## config.mk

```make
export PLATFORM = sky130hd
export DESIGN_NAME = menu_display_ctrl_flat
export DESIGN_NICKNAME = d
export VERILOG_FILES = /design/src/rtl/menu_pkg.sv /design/src/rtl/menu_display_ctrl_if.sv /design/src/rtl/tick_div.sv /design/src/rtl/menu_display_ctrl.sv /design/src/flat_wrapper.sv
export SDC_FILE = /design/constraint.sdc
export NUM_CORES = 1
export LEC_CHECK = 0
export BUFFER_PORTS_ARGS = -buffer_cell sky130_fd_sc_hd__buf_2
export CAP_MARGIN = 40
export CORE_MARGIN = 8
export CORE_UTILIZATION = 52
export CTS_BUF_LIST = sky130_fd_sc_hd__clkbuf_2
export DETAILED_ROUTE_END_ITERATION = 16
export PLACE_DENSITY = 0.81
export SETUP_SLACK_MARGIN = 0.2
export SYNTH_ARGS = -nofsm -noshare
export SYNTH_HDL_FRONTEND = slang
export SYNTH_SLANG_ARGS = --single-unit
```

## constraint.sdc

```tcl
create_clock -name clk -period 2.3 [get_ports clk]
set_input_delay 0.23 -clock clk [delete_from_list [all_inputs] [get_ports clk]]
set_output_delay 0.23 -clock clk [all_outputs]
set_load 0.01 [all_outputs]
```

## src/rtl/menu_pkg.sv

```systemverilog
// Shared types, glyph codes and message lookup for the menu/display controller.
// Segment order is {g,f,e,d,c,b,a}, active-high.
package menu_pkg;

  typedef enum logic [1:0] {MAIN, PLAY, OVER} state_t;

  localparam logic [6:0] GLY_P     = 7'h73;
  localparam logic [6:0] GLY_R     = 7'h50;
  localparam logic [6:0] GLY_E     = 7'h79;
  localparam logic [6:0] GLY_S     = 7'h6D;
  localparam logic [6:0] GLY_N     = 7'h54;
  localparam logic [6:0] GLY_D     = 7'h5E;
  localparam logic [6:0] GLY_BLANK = 7'h00;

  localparam logic [6:0] GLY_DIGIT [10] = '{7'h3F, 7'h06, 7'h5B, 7'h4F, 7'h66,
                                            7'h6D, 7'h7D, 7'h07, 7'h7F, 7'h6F};

  // MAIN shows "PrESS nn" (nn = start key number, 1-based); OVER shows "End".
  function automatic logic [6:0] msg_glyph(input state_t st, input logic [4:0] idx,
                                           input int start_key);
    int num;
    num = start_key + 1;
    msg_glyph = GLY_BLANK;
    if (st == MAIN) begin
      case (idx)
        5'd0:    msg_glyph = GLY_P;
        5'd1:    msg_glyph = GLY_R;
        5'd2:    msg_glyph = GLY_E;
        5'd3:    msg_glyph = GLY_S;
        5'd4:    msg_glyph = GLY_S;
        5'd6:    msg_glyph = GLY_DIGIT[4'(num / 10)];
        5'd7:    msg_glyph = GLY_DIGIT[4'(num % 10)];
        default: msg_glyph = GLY_BLANK;
      endcase
    end else if (st == OVER) begin
      case (idx)
        5'd0:    msg_glyph = GLY_E;
        5'd1:    msg_glyph = GLY_N;
        5'd2:    msg_glyph = GLY_D;
        default: msg_glyph = GLY_BLANK;
      endcase
    end
  endfunction

endpackage

```

## src/rtl/menu_display_ctrl_if.sv

```systemverilog
// Keypad, game-core and 7-segment signals of the menu/display controller.
// The controller takes the slave side; the board/game side is the master.
interface menu_display_ctrl_if #(
  parameter int N_DIGITS = 8,
  parameter int KEY_W    = 12
);
  logic [KEY_W-1:0]      key_data;
  logic                  game_over;
  logic [7*N_DIGITS-1:0] disp_data;
  logic                  is_main;
  logic                  play_start;
  logic [6:0]            seg_txt;
  logic [N_DIGITS-1:0]   seg_com;

  modport master (output key_data, game_over, disp_data,
                  input  is_main, play_start, seg_txt, seg_com);
  modport slave  (input  key_data, game_over, disp_data,
                  output is_main, play_start, seg_txt, seg_com);
endinterface

```

## src/rtl/tick_div.sv

```systemverilog
// Free-running divider: one-clk tick pulse every CLK_DIV clocks.
module tick_div #(
  parameter int CLK_DIV = 25000
) (
  input  logic clk,
  input  logic rst,
  output logic tick
);
  localparam int CNT_W = $clog2(CLK_DIV);

  logic [CNT_W-1:0] cnt;

  assign tick = (cnt == CNT_W'(CLK_DIV - 1));

  always_ff @(posedge clk or posedge rst) begin
    if (rst) cnt <= '0;
    else     cnt <= tick ? '0 : cnt + 1'b1;
  end
endmodule

```

## src/rtl/menu_display_ctrl.sv

```systemverilog
// Menu/mode controller: MAIN/PLAY/OVER FSM plus scan-multiplexed 7-segment drive.
// Display and key sampling advance on scan ticks; game_over is acted on every clk.
module menu_display_ctrl
  import menu_pkg::*;
#(
  parameter int CLK_DIV     = 25000,
  parameter int N_DIGITS    = 8,
  parameter int KEY_W       = 12,
  parameter int START_KEY   = 0,
  parameter int BLINK_TICKS = 4000,
  parameter int OVER_TICKS  = 40000
) (
  input logic               clk,
  input logic               rst,
  menu_display_ctrl_if.slave bus
);
  localparam int SEL_W = (N_DIGITS > 1) ? $clog2(N_DIGITS) : 1;
  localparam int BL_W  = (BLINK_TICKS > 1) ? $clog2(BLINK_TICKS) : 1;
  localparam int TO_W  = (OVER_TICKS > 1) ? $clog2(OVER_TICKS) : 1;
  localparam logic [KEY_W-1:0] START_HOT = KEY_W'(1) << START_KEY;

  logic                tick;
  state_t              state;
  logic [SEL_W-1:0]    sel;
  logic [KEY_W-1:0]    key_prev;
  logic [BL_W-1:0]     blink_cnt;
  logic                blink_off;
  logic [TO_W-1:0]     to_cnt;
  logic [6:0]          digit_gly [N_DIGITS];
  logic [6:0]          glyph;
  logic [N_DIGITS-1:0] com_next;
  logic                press;
  logic                timeout;

  tick_div #(.CLK_DIV(CLK_DIV)) u_div (.clk(clk), .rst(rst), .tick(tick));

  always_comb begin
    for (int d = 0; d < N_DIGITS; d++) digit_gly[d] = bus.disp_data[7*d +: 7];
  end

  // key_prev resets to all ones, which can never be a real predecessor of a
  // press, so a key held through reset is not seen as a fresh press.
  always_comb begin
    press    = tick && (bus.key_data == START_HOT) && (key_prev != START_HOT)
               && (key_prev != '1);
    timeout  = tick && (OVER_TICKS != 0) && (to_cnt == TO_W'(OVER_TICKS - 1));
    com_next = ~({{(N_DIGITS-1){1'b0}}, 1'b1} << (SEL_W'(N_DIGITS - 1) - sel));
    case (state)
      PLAY:    glyph = digit_gly[sel];
      OVER:    glyph = blink_off ? GLY_BLANK : msg_glyph(OVER, 5'(sel), START_KEY);
      default: glyph = msg_glyph(MAIN, 5'(sel), START_KEY);
    endcase
  end

  always_ff @(posedge clk or posedge rst) begin
    if (rst) begin
      state          <= MAIN;
      bus.is_main    <= 1'b1;
      bus.play_start <= 1'b0;
      bus.seg_com    <= '1;
      bus.seg_txt    <= '0;
      sel            <= '0;
      key_prev       <= '1;
      blink_cnt      <= '0;
      blink_off      <= 1'b0;
      to_cnt         <= '0;
    end else begin
      bus.play_start <= 1'b0;
      if (tick) begin
        key_prev    <= bus.key_data;
        bus.seg_com <= com_next;
        bus.seg_txt <= glyph;
        sel         <= (sel == SEL_W'(N_DIGITS - 1)) ? '0 : sel + 1'b1;
      end
      case (state)
        MAIN: if (press) begin
          state          <= PLAY;
          bus.is_main    <= 1'b0;
          bus.play_start <= 1'b1;
        end
        PLAY: if (bus.game_over) begin
          state     <= OVER;
          blink_cnt <= '0;
          blink_off <= 1'b0;
          to_cnt    <= '0;
        end
        OVER: begin
          if (press || timeout) begin
            state       <= MAIN;
            bus.is_main <= 1'b1;
          end else if (tick) begin
            to_cnt <= to_cnt + 1'b1;
            if (blink_cnt == BL_W'(BLINK_TICKS - 1)) begin
              blink_cnt <= '0;
              blink_off <= ~blink_off;
            end else begin
              blink_cnt <= blink_cnt + 1'b1;
            end
          end
        end
        default: state <= MAIN;
      endcase
    end
  end
endmodule

```

## src/flat_wrapper.sv

```systemverilog
// flat-port wrapper written by rule: the top's interface ports become plain ports
module menu_display_ctrl_flat import menu_pkg::*;
#(
  parameter int CLK_DIV     = 25000,
  parameter int N_DIGITS    = 8,
  parameter int KEY_W       = 12,
  parameter int START_KEY   = 0,
  parameter int BLINK_TICKS = 4000,
  parameter int OVER_TICKS  = 40000
)
  (clk, rst, bus_key_data, bus_game_over, bus_disp_data, bus_is_main, bus_play_start, bus_seg_txt, bus_seg_com);
  menu_display_ctrl_if #(.N_DIGITS(N_DIGITS), .KEY_W(KEY_W)) bus_i ();
  input logic clk;
  input logic rst;
  input wire logic [$bits(bus_i.key_data)-1:0] bus_key_data;
  input wire logic [$bits(bus_i.game_over)-1:0] bus_game_over;
  input wire logic [$bits(bus_i.disp_data)-1:0] bus_disp_data;
  output wire logic [$bits(bus_i.is_main)-1:0] bus_is_main;
  output wire logic [$bits(bus_i.play_start)-1:0] bus_play_start;
  output wire logic [$bits(bus_i.seg_txt)-1:0] bus_seg_txt;
  output wire logic [$bits(bus_i.seg_com)-1:0] bus_seg_com;
  assign bus_i.key_data = bus_key_data;
  assign bus_i.game_over = bus_game_over;
  assign bus_i.disp_data = bus_disp_data;
  assign bus_is_main = bus_i.is_main;
  assign bus_play_start = bus_i.play_start;
  assign bus_seg_txt = bus_i.seg_txt;
  assign bus_seg_com = bus_i.seg_com;
  menu_display_ctrl #(.CLK_DIV(CLK_DIV), .N_DIGITS(N_DIGITS), .KEY_W(KEY_W), .START_KEY(START_KEY), .BLINK_TICKS(BLINK_TICKS), .OVER_TICKS(OVER_TICKS)) u_core (.clk(clk), .rst(rst), .bus(bus_i));
endmodule
```

### Yosys cells after proc, flatten, opt, wreduce, memory -nomap -nowiden

Index checks and enable logic that the tools add are counted.

* bits of input ports: 71
* register bits after elaboration: 78
* logic and storage cells: 87
* latch bits: 0
* memory bits (writable): 0
* memories kept: 0
* bits in read-only memories: 0
* output and inout port bits: 17

* eq/ne operators: 20
* $lt $le $gt $ge: 1
* reductions and logical operators: 14
* add/subtract/negate cells: 5
* divide/modulo/power cells: 0
* multipliers: 0
* mux-type cells: 32
* shifts and indexed selects: 1
* bitwise logic cells: 3

Operators by type and width (number)
* 12-bit 2-to-1 mux: 4
* 16-bit 2-to-1 mux: 3
* 7-bit one-hot mux with 6 select lines: 1
* 16-bit one-hot mux with 2 select lines: 1
* 12-bit one-hot mux with 2 select lines: 1
* 7-bit binary-select mux with 3-bit select: 1
* 7-bit 2-to-1 mux: 3
* 7-bit one-hot mux with 3 select lines: 1
* 16-bit by 1-bit adder with 16-bit output, second input constant: 1
* 16-bit equality test, second input constant: 1
* 15-bit by 1-bit adder with 15-bit output, second input constant: 1
* 15-bit equality test, second input constant: 1
* 15-bit 2-to-1 mux: 1
* 7-bit one-hot mux with 2 select lines: 1
* 12-bit by 1-bit adder with 12-bit output, second input constant: 1
* 12-bit by 1-bit equality test with 1-bit output, second input constant: 1
* 12-bit equality test, second input constant: 1
* 12-bit by 1-bit inequality test with 1-bit output, second input constant: 1
* 12-bit inequality test, second input constant: 1
* 3-bit equality test, second input constant: 3
* 1-bit 2-to-1 mux: 8
* 2-bit by 1-bit inequality test with 1-bit output, second input constant: 4
* 8-bit NOT: 1
* 1-bit by 3-bit left shift with 8-bit output, first input constant: 1
* other kinds (23): 33

### Longest topological paths before layout

Gate-level depths: netlist of the first run.

* depth after elaboration: 7
* depth in mapped cells: 9
* mapped depth without buffers: 7

### Cells and area by module

Synthesis of the first run repeated with hierarchy kept, for this count alone.

* cell total of the unflattened synthesis: 466
* area, all modules: 4559.4 µm²

Modules (own cells, without submodules)
* menu_display_ctrl: sequential area each 1602.8 µm², area an instance 3853.7 µm², cells each 401, instances 1
* tick_div: sequential area each 375.4 µm², area an instance 705.7 µm², cells each 65, instances 1

### Worst setup path after synthesis of the first run

No wires, ideal clock.

* kind: reg-to-reg
* start point: register u_core.u_div.cnt[4]
* end point: register u_core.to_cnt[3]
* data required time: 2.160 ns
* slack: -0.234 ns
* stages on the path, launching flop included: 8
* library setup time: 0.140 ns
* path buffers: 2
* arrival: 2.394 ns
* clock period less this slack: 2.534 ns
* cells stage by stage: dfrtp_1 > or4_4 > or4_4 > buf_6 > a211o_4 > buf_6 > o311ai_4 > o41ai_2

* word-level cells in the longest chain between the ends: 7
* elaborated cells between the ends (all ways): 9
* classes of those cells: eq/ne (3); reduce/logical (6)

RTL lines
* from (decl): RTL line tick_div.sv:11 `logic [CNT_W-1:0] cnt;`
* from (signal assigned): RTL line tick_div.sv:17 `else cnt <= tick ? '0 : cnt + 1'b1;`
* 15-bit equality test (*): RTL line tick_div.sv:13 `assign tick = (cnt == CNT_W'(CLK_DIV - 1));`
* 1-bit logical AND (2 in a row): RTL line menu_display_ctrl.sv:44 `press = tick && (bus.key_data == START_HOT) && (key_prev != START_HOT)`
* 1-bit logical AND: RTL line menu_display_ctrl.sv:45 `&& (key_prev != '1);`
* 1-bit logical OR: RTL line menu_display_ctrl.sv:88 `if (press || timeout) begin`
* 2-bit inequality test (no line)
* 4-bit AND reduction (no line) (*)
* to (signal assigned): RTL line menu_display_ctrl.sv:92 `to_cnt <= to_cnt + 1'b1;`
* to (decl): RTL line menu_display_ctrl.sv:28 `logic [TO_W-1:0] to_cnt;`

Every way passes the cells marked *; elsewhere a longest branch is shown, timed or not.
A chain may end at the register's enable or synchronous reset.

### Worst setup path in the final report of the first run

* start point: register u_core.u_div.cnt[4]
* end point: register u_core.blink_off

* word-level cells in the longest chain between the ends: 7
* elaborated cells between the ends (all ways): 9
* classes of those cells: eq/ne (3); reduce/logical (6)

RTL lines
* 15-bit equality test (*): RTL line tick_div.sv:13
* 1-bit logical AND (2 in a row): RTL line menu_display_ctrl.sv:44
* 1-bit logical AND: RTL line menu_display_ctrl.sv:45
* 1-bit logical OR: RTL line menu_display_ctrl.sv:88
* 2-bit inequality test (no line)
* 5-bit AND reduction (no line) (*)
* to (signal assigned): RTL line menu_display_ctrl.sv:95 `blink_off <= ~blink_off;`
* to (decl): RTL line menu_display_ctrl.sv:27 `logic blink_off;`

Marked as above.

==> reports/qor.yml, run 1 <==
synth:
  seq_area_frac_synth: 0.4169
  synth_nets: 582
  synthArstFlopShare: 1.000
  synth_seq_cells: 78
  synth_cells: 499
  synth-main-ff-cell: "dfrtp_1"
  synth_area_leaders: "dfrtp_1 30%, dfstp_2 12%, mux4_2 6.6%"
  synth_edf_count: 0
  ys_warn_count: 0
  post_synth_num_cell_types: 68
  syn_avg_cell_area_um2: 9.508
  synth_top_area_cell: "dfrtp_1"
  synth_top_area_share: 0.3006
  synth_area_um2: 4745
critical_path:
  critPathTopFamily: "simple AND/OR/NAND/NOR gates"
  start_kind: "register"
  slowest_stage: "or4b_1"
  critPathKind: "register to register"
  cp_num_buf_inv: 2
  r2r_cells: 7
  cp_max_fo: 2
  cp-end-kind: "register"
  cp_data_arrival_time_ns: 2.91
  cp_cell_sequence: "or4_4 -> buf_4 -> buf_6 -> nor4_4 -> nand3_1 -> or4b_1 -> mux2i_1"
  r2r_end: "u_core.blink_off"
  cpPeakStageDelay_ns: 0.57
  worstReg2RegStart: "u_core.u_div.cnt[4]"
  r2r_slack_ns: -0.16
  critical_path_required_ns: 2.75
hold_path:
  hold_class: "primary input to async pin"
sta:
  worst_slack_ns: -0.1609
  worst_pin_slew_ns: 0.5537
  final.setup.tns_ns: -1.094
  clock.fmax_mhz: 406.4
  hold_viol: 0
  slew_headroom: 0.6301
  hold_ws_ns: 0.2810
  period_needed_ns: 2.461
  worst_clock_skew_ns: 0.03346
  finalCritPeriodShare: 1.070
  maxSlewViolCount: 0
  setup_viol: 22
  rsz0062_at_grt: "true"
pwr:
  leakagePower_nw: 2.822
  total_power_mw: 3.446
  worst_ir_drop_vdd_mv: 0.2715
  power.density_nw_per_um2: 529.7
floorplan:
  die_area_um2: 12440
  initial_utilization: 0.5234
  rows: 35
  die_w_um: 111.5
  core_area_um2: 9065
  die_h_um: 111.5
  ios: 88
grt:
  grt_pass1_wl_um: 22870
  grt_use_met2: 0.3778
  grt_pass1_vias: 4834
  grt_max_degree: 79
  grt.busiest_layer: "met2"
  grt_use_met1: 0.2612
  antenna_found_initial: 1
  met3_usage: 0.05032
  overflow: 0
  gr-usage-all-layers: 0.2216
outcome:
  failed_checks: "negative setup slack"
  status: "finished with violations"
clocking:
  root_buffer: "clkbuf_2"
  cts_max_path_buffers: 2
  htreeDepth: 3
  insertion_delay_ns: 0.54
  cts_buffers: 9
  cts_sinks: 78
  clk_pin_slew_ns: 0.23
  cts_tree: "yes"
layout:
  fin_nets: 735
  drive_above_1_share: 0.4292
  final_util: 0.7176
  syn2layout_area_growth_pct: 37.10
  fin_cells: 769
placed_design:
  dpl.hpwl_um: 9720
  place_congestion: 0.8863
  place_inst: 715
  port_buffers: 87
route:
  vias: 5011
  post_drt_via_cell_ratio: 6.516
  drtIter0Drc: 524
  wire_per_inst_um: 21.15
  drc: 0
  firstDrtPassIters: 5
  ant_nets: 0
  routed_wl_um: 16260
run:
  drv_cap: 0
## layout make-up
type                       count  area (um^2)
inverter                      20        78.83
sequential                    78         1982
multi-input combinational    377         2949
clock inverter                 7        72.57
clock buffer                   9        45.04
fill                         580         2560
timing repair buffer         166         1236
tap                          111        138.9
antenna                        1        2.502
## how the worst max path moves through the flow
stage                                    from             endpoint  slack, ns  cells after the start
after floorplan           u_core.u_div.cnt[4]     u_core.to_cnt[3]      -0.14                      7
after global placement    u_core.u_div.cnt[4]  u_core.blink_cnt[0]   -0.00008                      6
after detailed placement  u_core.u_div.cnt[4]  u_core.blink_cnt[5]      -0.02                      6
after CTS                 u_core.u_div.cnt[4]     u_core.to_cnt[7]     -0.007                      5
after global routing      u_core.u_div.cnt[4]     u_core.blink_off      -0.17                      7
final                     u_core.u_div.cnt[4]     u_core.blink_off      -0.16                      7
## sequential cells by signal, summed over array words and instances, names as in the netlist
| register | count |
|---|---|
| u_core.blink_cnt | 12 |
| u_core.bus.play_start | 1 |
| u_core.to_cnt | 16 |
| u_core.state | 2 |
| u_core.sel | 3 |
| u_core.bus.seg_com | 8 |
| u_core.key_prev | 12 |
| u_core.u_div.cnt | 15 |
| u_core.bus.is_main | 1 |
| u_core.bus.seg_txt | 7 |
| u_core.blink_off | 1 |
## Yosys cell counts (12+ instances only)
cell and count:
dfstp_2 21, nand2_1 81, dfrtp_1 57, a21oi_1 12, mux4_2 14, nor3_1 13
o211ai_1 18, nor2_1 29, ha_1 12, inv_1 20, o21ai_0 23, nand4_1 18
nand3_1 21, clkbuf_1 20
## through the flow
stage	cell area, um^2	setup slack (ns)
floorplan	4758	-0.1359
global placement	5595	-0.00008016
detailed placement	5595	-0.02208
CTS	6036	-0.006815
global route	6505	-0.1697
finish	6505	-0.1609
## logic make-up after synthesis
| family | Yosys count | share of synthesized area |
|---|---|---|
| AO/OA/AOI/OAI | 96 | 0.1466 |
| adder cells (fa/ha/maj) | 12 | 0.03164 |
| AND/OR/NAND/NOR | 232 | 0.2555 |
| flip-flops | 78 | 0.4169 |
| XOR/XNOR | 11 | 0.02031 |
| buffers and inverters | 45 | 0.03903 |
| multiplexers | 25 | 0.08993 |
## metal layers
layer	routed length (um)	up-vias
li1	-	2171
met1	5972	2430
met2	8147	327
met3	1361	83
met4	782	0
met5	0	-
## placed cells by master (no fill, tap or decap), types with 18 or more instances in the layout
cell,instances
dfstp_2,21
o211ai_1,18
nand4_1,18
nand2_1,57
dfrtp_1,54
inv_1,19
buf_2,87
nor2_1,28
nand2_2,19
nand3_1,19
buf_4,41
## power by group
group	switching, mW	internal (mW)
clock	0.532	0.255
combinational	0.633	0.446
sequential	0.113	1.47
total	1.28	2.17
## timing repair
action | in CTS | in global routing
resized for setup | 28 | 89
hold endpoints to repair | 70 | 0
gates cloned | 1 | 4
pin swaps | 11 | 45
setup buffers | 7 | 11
endpoints found under the setup margin | 38 | 48
hold buffers | 14 | 0
## worst min-delay path, cell delays in order
cell and delay, ns:
dlygate4sd3_1 0.53, buf_2 0.13, clkinvlp_4 0.07, buf_12 0.31
Power figures use the tool's default switching activity.
==> run 2, diff against run 1 <==
Settings changed: PLACE_DENSITY 0.81 to 0.86.
==> run 2 against run 1 <==
- the flow still finishes with violations (negative setup slack)
- sequential cell count stayed put
- wire length is 9.0% lower
- first-iteration DRC count is 8.2% higher
==> reports/qor.yml, run 2 (same netlist as run 1, synthesis figures left out) <==
clocking:
  insertion_delay_ns: 0.55  # was 0.54 ns
  cts_max_path_buffers: 2  # unchanged
  cts_sinks: 78  # unchanged
  root_buffer: "clkbuf_2"  # unchanged
  htreeDepth: 3  # unchanged
  clk_pin_slew_ns: 0.25  # was 0.23 ns
  cts_tree: "yes"  # unchanged
  cts_buffers: 9  # unchanged
placed_design:
  place_congestion: 0.9018  # was 0.8863
  dpl.hpwl_um: 9847  # was 9720 um
  port_buffers: 87  # unchanged
  preCtsSetupSlack_ns: -0.05268  # was -0.02208 ns
  post_dp_cell_area_um2: 5570  # was 5595 um^2
grt:
  grt_pass1_vias: 4822  # was 4834
  grt_max_degree: 79  # unchanged
  gr-usage-all-layers: 0.2253  # was 0.2216
  grt_pass1_wl_um: 22960  # was 22870 um
  antenna_found_initial: 1  # unchanged
  overflow: 0  # unchanged
floorplan:
  rows: 35  # unchanged
  initial_utilization: 0.5234  # unchanged
  ios: 88  # unchanged
  core_area_um2: 9065  # unchanged
  die_h_um: 111.5  # unchanged
  die_area_um2: 12440  # unchanged
  die_w_um: 111.5  # unchanged
layout:
  top_register: "u_core.to_cnt"  # unchanged
  fin_nets: 722  # was 735
  stdcell_area_um2: 6148  # was 6505 um^2
  largest_reg_flops: 16  # unchanged
  syn2layout_area_growth_pct: 29.59  # was 37.10%
  final_cell_mix: "87 x buf_2, 77 x nand2_1, 56 x dfrtp_1"  # was 87 x buf_2, 57 x nand2_1, 54 x dfrtp_1
  largestRegisters: "u_core.to_cnt: 16 flops, u_core.u_div.cnt: 15 flops"  # unchanged
  drive_above_1_share: 0.3680  # was 0.4292
  final_common_cell: "buf_2"  # unchanged
  final_util: 0.6783  # was 0.7176
sta:
  worst_clock_skew_ns: 0.03265  # was 0.03346 ns
  hold_ws_ns: 0.2988  # was 0.2810 ns
  worst_slack_ns: -0.07677  # was -0.1609 ns
  worst_pin_slew_ns: 0.6555  # was 0.5537 ns
  setup_viol: 22  # unchanged
  period_needed_ns: 2.377  # was 2.461 ns
  hold_viol: 0  # unchanged
  maxSlewViolCount: 0  # unchanged
  slew_headroom: 0.5619  # was 0.6301
  rsz0062_at_grt: "true"  # unchanged
  finalCritPeriodShare: 1.033  # was 1.070
  clock.fmax_mhz: 420.7  # was 406.4 MHz
run:
  drv_cap: 0  # unchanged
route:
  vias: 4852  # was 5011
  ant_nets: 0  # unchanged
  wire_per_inst_um: 19.58  # was 21.15 um
  post_drt_via_cell_ratio: 6.418  # was 6.516
  routed_wl_um: 14810  # was 16260 um
  drc: 0  # unchanged
  drtIter0Drc: 567  # was 524
  firstDrtPassIters: 5  # unchanged
critical_path:
  cp-end-kind: "register"  # unchanged
  start_kind: "register"  # unchanged
  critPathKind: "register to register"  # unchanged
  cp_data_arrival_time_ns: 2.88  # was 2.91 ns
  critical_path_required_ns: 2.80  # was 2.75 ns
  cp_max_fo: 6  # was 2
pwr:
  power.density_nw_per_um2: 548.2  # was 529.7 nW/um^2
  worst_ir_drop_vdd_mv: 0.2934  # was 0.2715 mV
  share_comb_of_total_power: 0.294  # was 0.313
  total_power_mw: 3.370  # was 3.446 mW
  leakagePower_nw: 2.701  # was 2.822 nW
  internal_power_mw: 2.154  # was 2.168 mW
  p_seq_frac: 0.469  # was 0.458
  clkPwrFrac: 0.237  # was 0.229
  switchingPower_mw: 1.216  # was 1.278 mW
  switching_share: 0.3608  # was 0.3709
outcome:
  status: "finished with violations"  # unchanged
  failed_checks: "negative setup slack"  # unchanged
hold_path:
  hold_class: "primary input to async pin"  # unchanged
[run 2: final cells by class]
cell class | count | area [um^2]
Tap cell | 111 | 138.9
Timing Repair Buffer | 153 | 1035
Sequential cell | 78 | 1979
Clock buffer | 9 | 45.04
Multi-Input combinational cell | 377 | 2791
Fill cell | 607 | 2917
Clock inverter | 7 | 77.57
Antenna cell | 1 | 2.502
Inverter | 20 | 78.83
[run 2: stage by stage]
stage	std cells	TNS (ns)
6_report	756	-0.9100
3_5_place_dp	715	-0.2865
3_3_place_gp	715	-0.01736
2_1_floorplan	499	-0.3981
5_1_grt	756	-1.559
4_1_cts	750	-0.1121
[run 2: critical path, cell delays in order, from the launching register on]
cell and delay, ns:
dfrtp_1 0.44, or4_4 0.53, or4_4 0.51, a211o_4 0.34, buf_6 0.15, buf_4 0.13
nor4_2 0.12, a21o_1 0.11
[run 2: path summary, 6_finish.rpt]
path	from	end	slack (ns)	depth (start not counted)
worst max-delay path	u_core.u_div.cnt[6]	u_core.blink_cnt[0]	-0.08	7
worst min-delay path	rst	u_core.u_div.cnt[6]	0.30	4
worst max register to register	u_core.u_div.cnt[6]	u_core.blink_cnt[0]	-0.08	7
worst min register to register	u_core.key_prev[6]	u_core.key_prev[6]	0.48	2
max in group asynchronous	rst	u_core.key_prev[3]	1.65	4
min in group clk	bus_disp_data[31]	u_core.bus.seg_txt[3]	0.30	5
[run 2: metal layers]
metal | track usage | wire length, um
met5 | 0 | 0
met4 | 0.1130 | 666
met3 | 0.06115 | 1360
met2 | 0.3855 | 7394
met1 | 0.2539 | 5385
[run 2: power by group through the flow]
| stage | combinational [mW] | sequential [mW] | clock (mW) |
|---|---|---|---|
| 2_1_floorplan | 0.547 | 1.57 | 0 |
| 3_3_place_gp | 0.834 | 1.58 | 0 |
| 4_1_cts | 0.937 | 1.57 | 0.814 |
| 6_report | 0.991 | 1.58 | 0.798 |
| 5_1_grt | 1.07 | 1.59 | 0.866 |
| 3_5_place_dp | 0.873 | 1.59 | 0 |
[run 2: timing repair]
action                                 in CTS  in global routing
hold buffers                               14                  0
pin swaps                                   7                  8
resized for setup                          19                 30
endpoints found under the hold margin      70                  0
setup buffers                               4                  4
setup endpoints to repair                  39                 43
gates cloned                                1                  1
==> run 3, diff against run 2 <==
Settings changed: PLACE_DENSITY 0.86 to 0.78.
==> run 3 against run 2 <==
- the flow still finishes with violations (negative setup slack)
- sequential share of layout area decreased by 0.50 points
- combinational power increased by 5%
- clock-buffer cell count unchanged
- critical path type unchanged
- sequential cell count unchanged
==> reports/qor.yml, run 3 (same netlist as run 1, synthesis figures left out) <==
floorplan:
  ios: 88  # unchanged
  die_area_um2: 12440  # unchanged
  rows: 35  # unchanged
  core_area_um2: 9065  # unchanged
  die_w_um: 111.5  # unchanged
  initial_utilization: 0.5234  # unchanged
  die_h_um: 111.5  # unchanged
critical_path:
  cpPeakStageDelay_ns: 0.54  # was 0.53 ns
  cp-end-kind: "register"  # unchanged
  critical_path_required_ns: 2.79  # was 2.80 ns
  slowest_stage: "or4_4"  # unchanged
  cp_num_buf_inv: 3  # was 2
  cp_data_arrival_time_ns: 2.83  # was 2.88 ns
  cp_cell_sequence: "or4_4 -> or4_4 -> buf_4 -> buf_6 -> buf_16 -> or3_1 -> o21ai_0"  # was or4_4 -> or4_4 -> a211o_4 -> buf_6 -> buf_4 -> nor4_2 -> a21o_1
  critPathTopFamily: "simple AND/OR/NAND/NOR gates"  # unchanged
  path_common_cell: "or4_4"  # unchanged
  cp_max_fo: 18  # was 6
  start_kind: "register"  # unchanged
  critPathKind: "register to register"  # unchanged
sta:
  setup_viol: 4  # was 22
  hold_ws_ns: 0.2709  # was 0.2988 ns
  worst_slack_ns: -0.03658  # was -0.07677 ns
  slew_headroom: 0.5408  # was 0.5619
  finalCritPeriodShare: 1.016  # was 1.033
  maxSlewViolCount: 0  # unchanged
  worst_pin_slew_ns: 0.6870  # was 0.6555 ns
  hold_viol: 0  # unchanged
  rsz0062_at_grt: "true"  # unchanged
  worst_clock_skew_ns: 0.02284  # was 0.03265 ns
  clock.fmax_mhz: 428.0  # was 420.7 MHz
  period_needed_ns: 2.337  # was 2.377 ns
clocking:
  insertion_delay_ns: 0.57  # was 0.55 ns
  root_buffer: "clkbuf_2"  # unchanged
  cts_tree: "yes"  # unchanged
  htreeDepth: 3  # unchanged
  cts_sinks: 78  # unchanged
  cts_buffers: 9  # unchanged
  cts_max_path_buffers: 2  # unchanged
  clk_pin_slew_ns: 0.25  # about the same
pwr:
  leakagePower_nw: 2.744  # was 2.701 nW
  power.density_nw_per_um2: 570.3  # was 548.2 nW/um^2
  worst_ir_drop_vdd_mv: 0.2594  # was 0.2934 mV
placed_design:
  preCtsSetupSlack_ns: -0.08941  # was -0.05268 ns
  place_congestion: 0.9107  # was 0.9018
  dpl.hpwl_um: 9735  # was 9847 um
  port_buffers: 87  # unchanged
  place_inst: 718  # was 715
  post_dp_cell_area_um2: 5593  # was 5570 um^2
layout:
  fin_nets: 728  # was 722
  final_cell_mix: "87 x buf_2, 78 x nand2_1, 56 x dfrtp_1"  # was 87 x buf_2, 77 x nand2_1, 56 x dfrtp_1
  n_antenna_cell: 0  # was 1
  top_register: "u_core.to_cnt"  # unchanged
  fillerInstances: 664  # was 607
  largest_reg_flops: 16  # unchanged
  fin_cells: 761  # was 756
  syn2layout_area_growth_pct: 31.62  # was 29.59%
  stdcell_area_um2: 6245  # was 6148 um^2
  drive_above_1_share: 0.3754  # was 0.3680
  largestRegisters: "u_core.to_cnt: 16 flops, u_core.u_div.cnt: 15 flops"  # unchanged
  final_util: 0.6889  # was 0.6783
  final_common_cell: "buf_2"  # unchanged
route:
  vias: 4784  # was 4852
  drtIter0Drc: 322  # was 567
  firstDrtPassIters: 5  # unchanged
  ant_nets: 0  # unchanged
  wire_per_inst_um: 19.24  # was 19.58 um
  routed_wl_um: 14650  # was 14810 um
  post_drt_via_cell_ratio: 6.286  # was 6.418
  drc: 0  # unchanged
grt:
  grt_max_degree: 79  # unchanged
  gr-usage-all-layers: 0.2254  # was 0.2253
  grt_pass1_wl_um: 22940  # was 22960 um
  overflow: 0  # unchanged
  grt_pass1_vias: 4846  # was 4822
  antenna_found_initial: 0  # was 1
hold_path:
  hold_class: "primary input to register"  # was primary input to async pin
outcome:
  failed_checks: "negative setup slack"  # unchanged
  status: "finished with violations"  # unchanged
run:
  drv_cap: 0  # unchanged
## run 3: metrics by stage
step | total power, mW | setup TNS [ns]
after floorplan | 2.114 | -0.3981
after global placement | 2.444 | 0
after detailed placement | 2.486 | -0.3783
after CTS | 3.463 | 0
after global routing | 3.720 | -0.8463
final | 3.562 | -0.08494
## run 3: what timing repair did
| item | 4_1_cts | 5_1_grt |
|---|---|---|
| hold endpoints to repair | 70 | 0 |
| hold buffers | 14 | 0 |
| gates resized for setup | 17 | 44 |
| endpoints found under the setup margin | 40 | 51 |
| gates cloned | 1 | 2 |
| pin swaps | 6 | 6 |
| setup buffers | 4 | 6 |
## run 3: area by class of cell
type	count	area (um^2)	area share
Sequential cell	78	1979	0.3170
Clock inverter	7	105.1	0.01683
Tap cell	111	138.9	0.02224
Clock buffer	9	45.04	0.007213
Multi-Input combinational cell	377	2781	0.4454
Timing Repair Buffer	159	1116	0.1787
Inverter	20	78.83	0.01262
## run 3: metal layers
metal,GRT usage,part of all wire,up-vias
met5,0,0,-
li1,-,-,2148
met2,0.3790,0.49,279
met4,0.1222,0.039,0
met3,0.04762,0.070,55
met1,0.2643,0.40,2302
## run 3: final timing paths
kind	from	endpoint	slack (ns)	depth (start not counted)
worst max register to register	u_core.u_div.cnt[4]	u_core.sel[0]	-0.04	7
worst max-delay path	u_core.u_div.cnt[4]	u_core.sel[0]	-0.04	7
min in group asynchronous	rst	u_core.u_div.cnt[12]	0.28	4
worst min register to register	u_core.bus.seg_com[7]	u_core.bus.seg_com[7]	0.49	2
max in group asynchronous	rst	u_core.bus.seg_com[1]	1.64	4
worst min-delay path	bus_disp_data[46]	u_core.bus.seg_txt[4]	0.27	6
## run 3: where the power goes
group,internal (mW),leakage [nW],switching [mW]
Combinational,0.438,1.70,0.599
Clock,0.377,0.0850,0.567
Sequential,1.47,0.959,0.115
Total,2.28,2.74,1.28
## run 3: worst min-delay path, delay by kind of cell
kind / cells / cell delay [ns]
buffers and inverters: 1 / 0.07
multiplexers: 1 / 0.21
AO/OA/AOI/OAI: 2 / 0.20
AND/OR/NAND/NOR: 2 / 0.10
